===== config.mk =====
export PLATFORM = sky130hd
export DESIGN_NAME = uart_tx_fifo
export DESIGN_NICKNAME = d
export VERILOG_FILES = /design/src/rtl/uart_tx_fifo.sv
export SDC_FILE = /design/constraint.sdc
export NUM_CORES = 1
export LEC_CHECK = 0
export CORE_MARGIN = 1
export CORE_UTILIZATION = 50
export CTS_CLUSTER_DIAMETER = 200
export DETAILED_ROUTE_END_ITERATION = 8
export PLACE_DENSITY = 0.78
export RECOVER_POWER = 100
export SLEW_MARGIN = 25
export SYNTH_ARGS = -nofsm -noshare
export SYNTH_HDL_FRONTEND = slang
export SYNTH_SLANG_ARGS = --single-unit
export TNS_END_PERCENT = 50

===== constraint.sdc =====
create_clock -name Clk -period 6.4 [get_ports Clk]
set_input_delay 1.28 -clock Clk [delete_from_list [all_inputs] [get_ports Clk]]
set_output_delay 1.28 -clock Clk [all_outputs]
set_load 0.03 [all_outputs]

===== src/rtl/uart_tx_fifo.sv =====
// uart_tx_fifo: valid/ready byte FIFO feeding a UART transmitter (8N1, LSB first).
// Optional feature macro UART_TX_PARITY_EN adds an even-parity bit, giving 8E1 frames.
module uart_tx_fifo #(
    parameter int unsigned CLK_HZ     = 100000000,
    parameter int unsigned BAUD       = 115200,
    parameter int unsigned FIFO_DEPTH = 16
) (
    input  logic                         Clk,
    input  logic                         reset_rtl_0,
    input  logic [7:0]                   tx_data,
    input  logic                         tx_valid,
    output logic                         tx_ready,
    output logic                         txd,
    output logic                         busy,
    output logic [$clog2(FIFO_DEPTH):0]  fifo_count
);

    localparam int unsigned DIV = (CLK_HZ + BAUD / 2) / BAUD;
    localparam int unsigned AW  = $clog2(FIFO_DEPTH);
    localparam int unsigned CW  = AW + 1;
    localparam int unsigned BW  = $clog2(DIV);

    localparam logic [BW-1:0] BaudLast  = BW'(DIV - 1);
    localparam logic [CW-1:0] CountFull = CW'(FIFO_DEPTH);

    if (DIV < 2) begin : g_bad_div
        $error("uart_tx_fifo: bit period DIV must be at least 2");
    end
    if ((FIFO_DEPTH < 2) || ((1 << AW) != FIFO_DEPTH)) begin : g_bad_depth
        $error("uart_tx_fifo: FIFO_DEPTH must be a power of two >= 2");
    end

`ifdef UART_TX_PARITY_EN
    typedef enum logic [2:0] {StIdle, StStart, StData, StParity, StStop} state_e;
`else
    typedef enum logic [1:0] {StIdle, StStart, StData, StStop} state_e;
`endif

    state_e          r_state;
    state_e          w_state_next;
    logic [7:0]      r_mem [FIFO_DEPTH];
    logic [AW-1:0]   r_wptr;
    logic [AW-1:0]   r_rptr;
    logic [CW-1:0]   r_count;
    logic [CW-1:0]   w_count_next;
    logic            r_ready;
    logic [7:0]      r_shift;
    logic [7:0]      w_shift_next;
    logic [2:0]      r_bit;
    logic [2:0]      w_bit_next;
    logic [BW-1:0]   r_baud;
    logic [BW-1:0]   w_baud_next;
    logic            r_txd;
    logic            w_txd_next;
    logic            w_push;
    logic            w_pop;
    logic            w_tick;
`ifdef UART_TX_PARITY_EN
    logic            r_par;
`endif

    assign w_push = tx_valid && r_ready;
    assign w_tick = (r_baud == BaudLast);

    // ------------------------------------------------------------------
    // FIFO storage and pointers
    // ------------------------------------------------------------------
    always_ff @(posedge Clk) begin
        if (w_push) begin
            r_mem[r_wptr] <= tx_data;
        end
    end

    always_comb begin
        w_count_next = r_count;
        case ({w_push, w_pop})
            2'b10:   w_count_next = r_count + CW'(1);
            2'b01:   w_count_next = r_count - CW'(1);
            default: w_count_next = r_count;
        endcase
    end

    always_ff @(posedge Clk or negedge reset_rtl_0) begin
        if (!reset_rtl_0) begin
            r_wptr  <= '0;
            r_rptr  <= '0;
            r_count <= '0;
            r_ready <= 1'b0;
        end else begin
            if (w_push) begin
                r_wptr <= r_wptr + AW'(1);
            end
            if (w_pop) begin
                r_rptr <= r_rptr + AW'(1);
            end
            r_count <= w_count_next;
            r_ready <= (w_count_next < CountFull);
        end
    end

    // ------------------------------------------------------------------
    // Transmit FSM; the line level is computed from the current state and
    // registered, so txd trails the state by one cycle for every bit alike.
    // ------------------------------------------------------------------
    always_comb begin
        w_state_next = r_state;
        w_baud_next  = r_baud + BW'(1);
        w_bit_next   = r_bit;
        w_shift_next = r_shift;
        w_pop        = 1'b0;
        w_txd_next   = 1'b1;
        unique case (r_state)
            StIdle: begin
                w_baud_next = '0;
                if (r_count != '0) begin
                    w_pop        = 1'b1;
                    w_shift_next = r_mem[r_rptr];
                    w_bit_next   = '0;
                    w_state_next = StStart;
                end
            end
            StStart: begin
                w_txd_next = 1'b0;
                if (w_tick) begin
                    w_baud_next  = '0;
                    w_state_next = StData;
                end
            end
            StData: begin
                w_txd_next = r_shift[0];
                if (w_tick) begin
                    w_baud_next  = '0;
                    w_shift_next = {1'b0, r_shift[7:1]};
                    w_bit_next   = r_bit + 3'd1;
                    if (r_bit == 3'd7) begin
`ifdef UART_TX_PARITY_EN
                        w_state_next = StParity;
`else
                        w_state_next = StStop;
`endif
                    end
                end
            end
`ifdef UART_TX_PARITY_EN
            StParity: begin
                w_txd_next = r_par;
                if (w_tick) begin
                    w_baud_next  = '0;
                    w_state_next = StStop;
                end
            end
`endif
            StStop: begin
                w_txd_next = 1'b1;
                if (w_tick) begin
                    w_baud_next  = '0;
                    w_state_next = StIdle;
                end
            end
            default: begin
                w_baud_next  = '0;
                w_state_next = StIdle;
            end
        endcase
    end

    always_ff @(posedge Clk or negedge reset_rtl_0) begin
        if (!reset_rtl_0) begin
            r_state <= StIdle;
            r_baud  <= '0;
            r_bit   <= '0;
            r_shift <= '0;
            r_txd   <= 1'b1;
        end else begin
            r_state <= w_state_next;
            r_baud  <= w_baud_next;
            r_bit   <= w_bit_next;
            r_shift <= w_shift_next;
            r_txd   <= w_txd_next;
        end
    end

`ifdef UART_TX_PARITY_EN
    // Even parity is latched from the popped byte before the shifter consumes it.
    always_ff @(posedge Clk or negedge reset_rtl_0) begin
        if (!reset_rtl_0) begin
            r_par <= 1'b0;
        end else if (w_pop) begin
            r_par <= ^r_mem[r_rptr];
        end
    end
`endif

    assign tx_ready   = r_ready;
    assign txd        = r_txd;
    assign fifo_count = r_count;
    assign busy       = (r_count != '0) || (r_state != StIdle);

endmodule


==> flow_summary.json <==
{
  "yosysWarnings": 0,
  "rsz0062_at_grt": "false",
  "post-cts-setup-buffers": 0,
  "grt_overflow": 0,
  "track_usage_pct": 20.3,
  "fp.dieW_um": 120,
  "dpl_worst_slack_ps": 2590,
  "power_density_mw_per_mm2": 328,
  "vdd_drop_max_uv": 189,
  "fin_tns_setup_ps": 0,
  "path_class": "register to register",
  "holdBufCountCts": 0,
  "avgSynthCellArea_um2": 16.2,
  "cts_inserted_buffers": 17,
  "async_reset_ff_share_pct": 22.9,
  "failed_checks": "capacitance limit, slew limit",
  "crit_path_end_kind": "register",
  "antenna_found_initial": 0,
  "drt-total-wl_mm": 13.1,
  "drtIter0Drc": 350,
  "grt_pass1_vias": 3831,
  "via_count": 3685,
  "tightest_slew_ps": 2170,
  "syn_area_mm2": 0.00695,
  "hpwl_mm": 8.27,
  "core_area_mm2": 0.0134,
  "ys_types": 43,
  "synthCells": 430,
  "wl_per_cell_um": 20.5,
  "rows": 42,
  "drt_first_pass_iters": 5,
  "syn_nets": 459,
  "fmax_mhz": 233,
  "maxSlewViolCount": 71,
  "relSlewSlack_pct": -44.8,
  "grt_max_degree": 39,
  "synth-main-ff-cell": "edfxtp_1",
  "critical_path_arrival_ps": 4550,
  "cp.required_ps": 6650,
  "instances_no_fill": 638,
  "multiInputGateArea_mm2": 0.00198,
  "hold_viol": 0,
  "post-route-period-util_pct": 67.2,
  "ys_top_cells_by_count": "edfxtp_1 (128), dfrtp_1 (37), mux2i_1 (31)",
  "synthMuxAreaShare_pct": 11.2,
  "path_clk_slew_ps": 60,
  "die_area_mm2": 0.0144,
  "grt_first_pass_wirelength_mm": 21.0,
  "antenna_cells": 0,
  "start_kind": "register",
  "cts_tree": "done",
  "cts-root-buf": "clkbuf_16",
  "synth_top_area_cell": "edfxtp_1",
  "yosys.area_share.xor_xnor_pct": 2.39,
  "synthSimpleGateAreaFrac_pct": 5.96,
  "routabilityCongestion": 0.830,
  "yosysMostFrequentCell": "edfxtp_1",
  "worstSkewPairLatency_ps": 420,
  "ctsResizeCount": 0,
  "critical_path.max_fanout": 31,
  "ctsHtreeMaxLevel": 4,
  "dp.cells": 606,
  "ys_ff_latch": 166,
  "vias_per_cell": 5.78,
  "nNetsFinal": 478,
  "synth_top_family_by_area": "multiplexers",
  "cap_violations": 2,
  "yosys-top-cells-area": "edfxtp_1 (55%), dfrtp_1 (13%), mux4_2 (4.9%)",
  "worstHoldPathType": "register to register",
  "synth_sequential_area_ratio_pct": 69.0,
  "nFillCells": 1003,
  "num_io_pins": 19,
  "synth_edf_count": 128,
  "synth_top_area_share_pct": 55.3,
  "die_y_um": 120,
  "antenna_left": 0,
  "io_buffers": 18,
  "drive_above_1_share_pct": 11.3,
  "cts_sinks": 166,
  "regArea_mm2": 0.00480,
  "p_leak_uw": 0.00292,
  "setup_ws_ps": 2100,
  "clockBufferDepth": 2,
  "layout_min_cycle_time_ps": 4300,
  "synthAdderAreaFrac_pct": 3.35,
  "area_growth_pct": 12.0,
  "skew_ps": 8.28,
  "synth_compound_area_share_pct": 5.73,
  "initial_utilization_pct": 51.9,
  "status": "complete, but fails checks",
  "drcViolationCount": 0,
  "setup_viol": 0
}
## critical path, cell delays in order (launching register included)
cell and delay [ps]:
dfrtp_1 1100, clkbuf_1 1620, mux4_1 740, mux4_2 460, nand3b_1 100, o21ai_0 100
## layout by cell type (no fill, tap or decap), types with 8 or more instances in the layout
| cell | count |
|---|---|
| edfxtp_1 | 128 |
| dfrtp_1 | 37 |
| mux2i_1 | 31 |
| nor2_1 | 28 |
| nand2_1 | 20 |
| ha_1 | 17 |
| clkbuf_16 | 17 |
| dlygate4sd3_1 | 17 |
| mux4_2 | 15 |
| a22oi_1 | 14 |
| inv_1 | 13 |
| a21oi_1 | 11 |
| xor2_1 | 10 |
| xnor2_1 | 9 |
| o21ai_0 | 8 |
## layout make-up
class                   count  share of cell area, %
multi-input cells         231                   25.4
repair buffers             20                   2.38
well taps                 176                   2.83
clock buffers              19                   5.56
flip-flops and latches    166                   61.6
inverters                  13                  0.627
clock inverters            13                   1.58
## flip-flops by register name, indices dropped and copies added (netlist names), named ones only
signal,cells
r_mem,128
r_baud,10
r_shift,8
fifo_count,4
r_rptr,4
r_wptr,4
r_bit,3
r_state,2
tx_ready,1
txd,1
## path summary, 6_finish.rpt
check                             from            end  slack (ps)  depth (start not counted)
max in group asynchronous  reset_rtl_0     r_shift[1]        3730                          1
min in group asynchronous  reset_rtl_0  fifo_count[0]        1460                          1
min reg2reg                   r_bit[0]       r_bit[0]         490                          1
min                           r_bit[0]       r_bit[0]         490                          1
max reg2reg                  r_rptr[0]     r_shift[7]        2100                          5
max                          r_rptr[0]     r_shift[7]        2100                          5
## per-stage QoR
stage	power (uW)	utilization [%]	instance area, um2	hold slack, ps
6_report	2550	58.1	7780	487
5_1_grt	2650	58.1	7780	499
4_1_cts	2580	58.3	7810	484
3_5_place_dp	1630	54.2	7260	475
3_3_place_gp	1610	54.1	7240	468
2_1_floorplan	1510	-	6950	447
## where the power goes
group	internal [uW]	switching (uW)	total, uW	leakage [uW]
Sequential	1260	57.2	1320	0.00162
Clock	540	417	957	0.000266
Combinational	101	180	281	0.00104
Total	1900	654	2550	0.00292
## logic make-up after synthesis
group                    count (synthesis)
AND/OR/NAND/NOR                         84
adder cells (fa/ha/maj)                 18
flip-flops                             166
buffers and inverters                   33
XOR/XNOR                                19
multiplexers                            52
AO/OA/AOI/OAI                           58
## layer usage
layer  wire, um  global-route usage (%)
met1       5540                    26.7
met2       6630                    33.0
met3        762                    5.51
met4        155                    6.64
met5          0                       0
No activity file was read; power rests on OpenSTA's default activity.
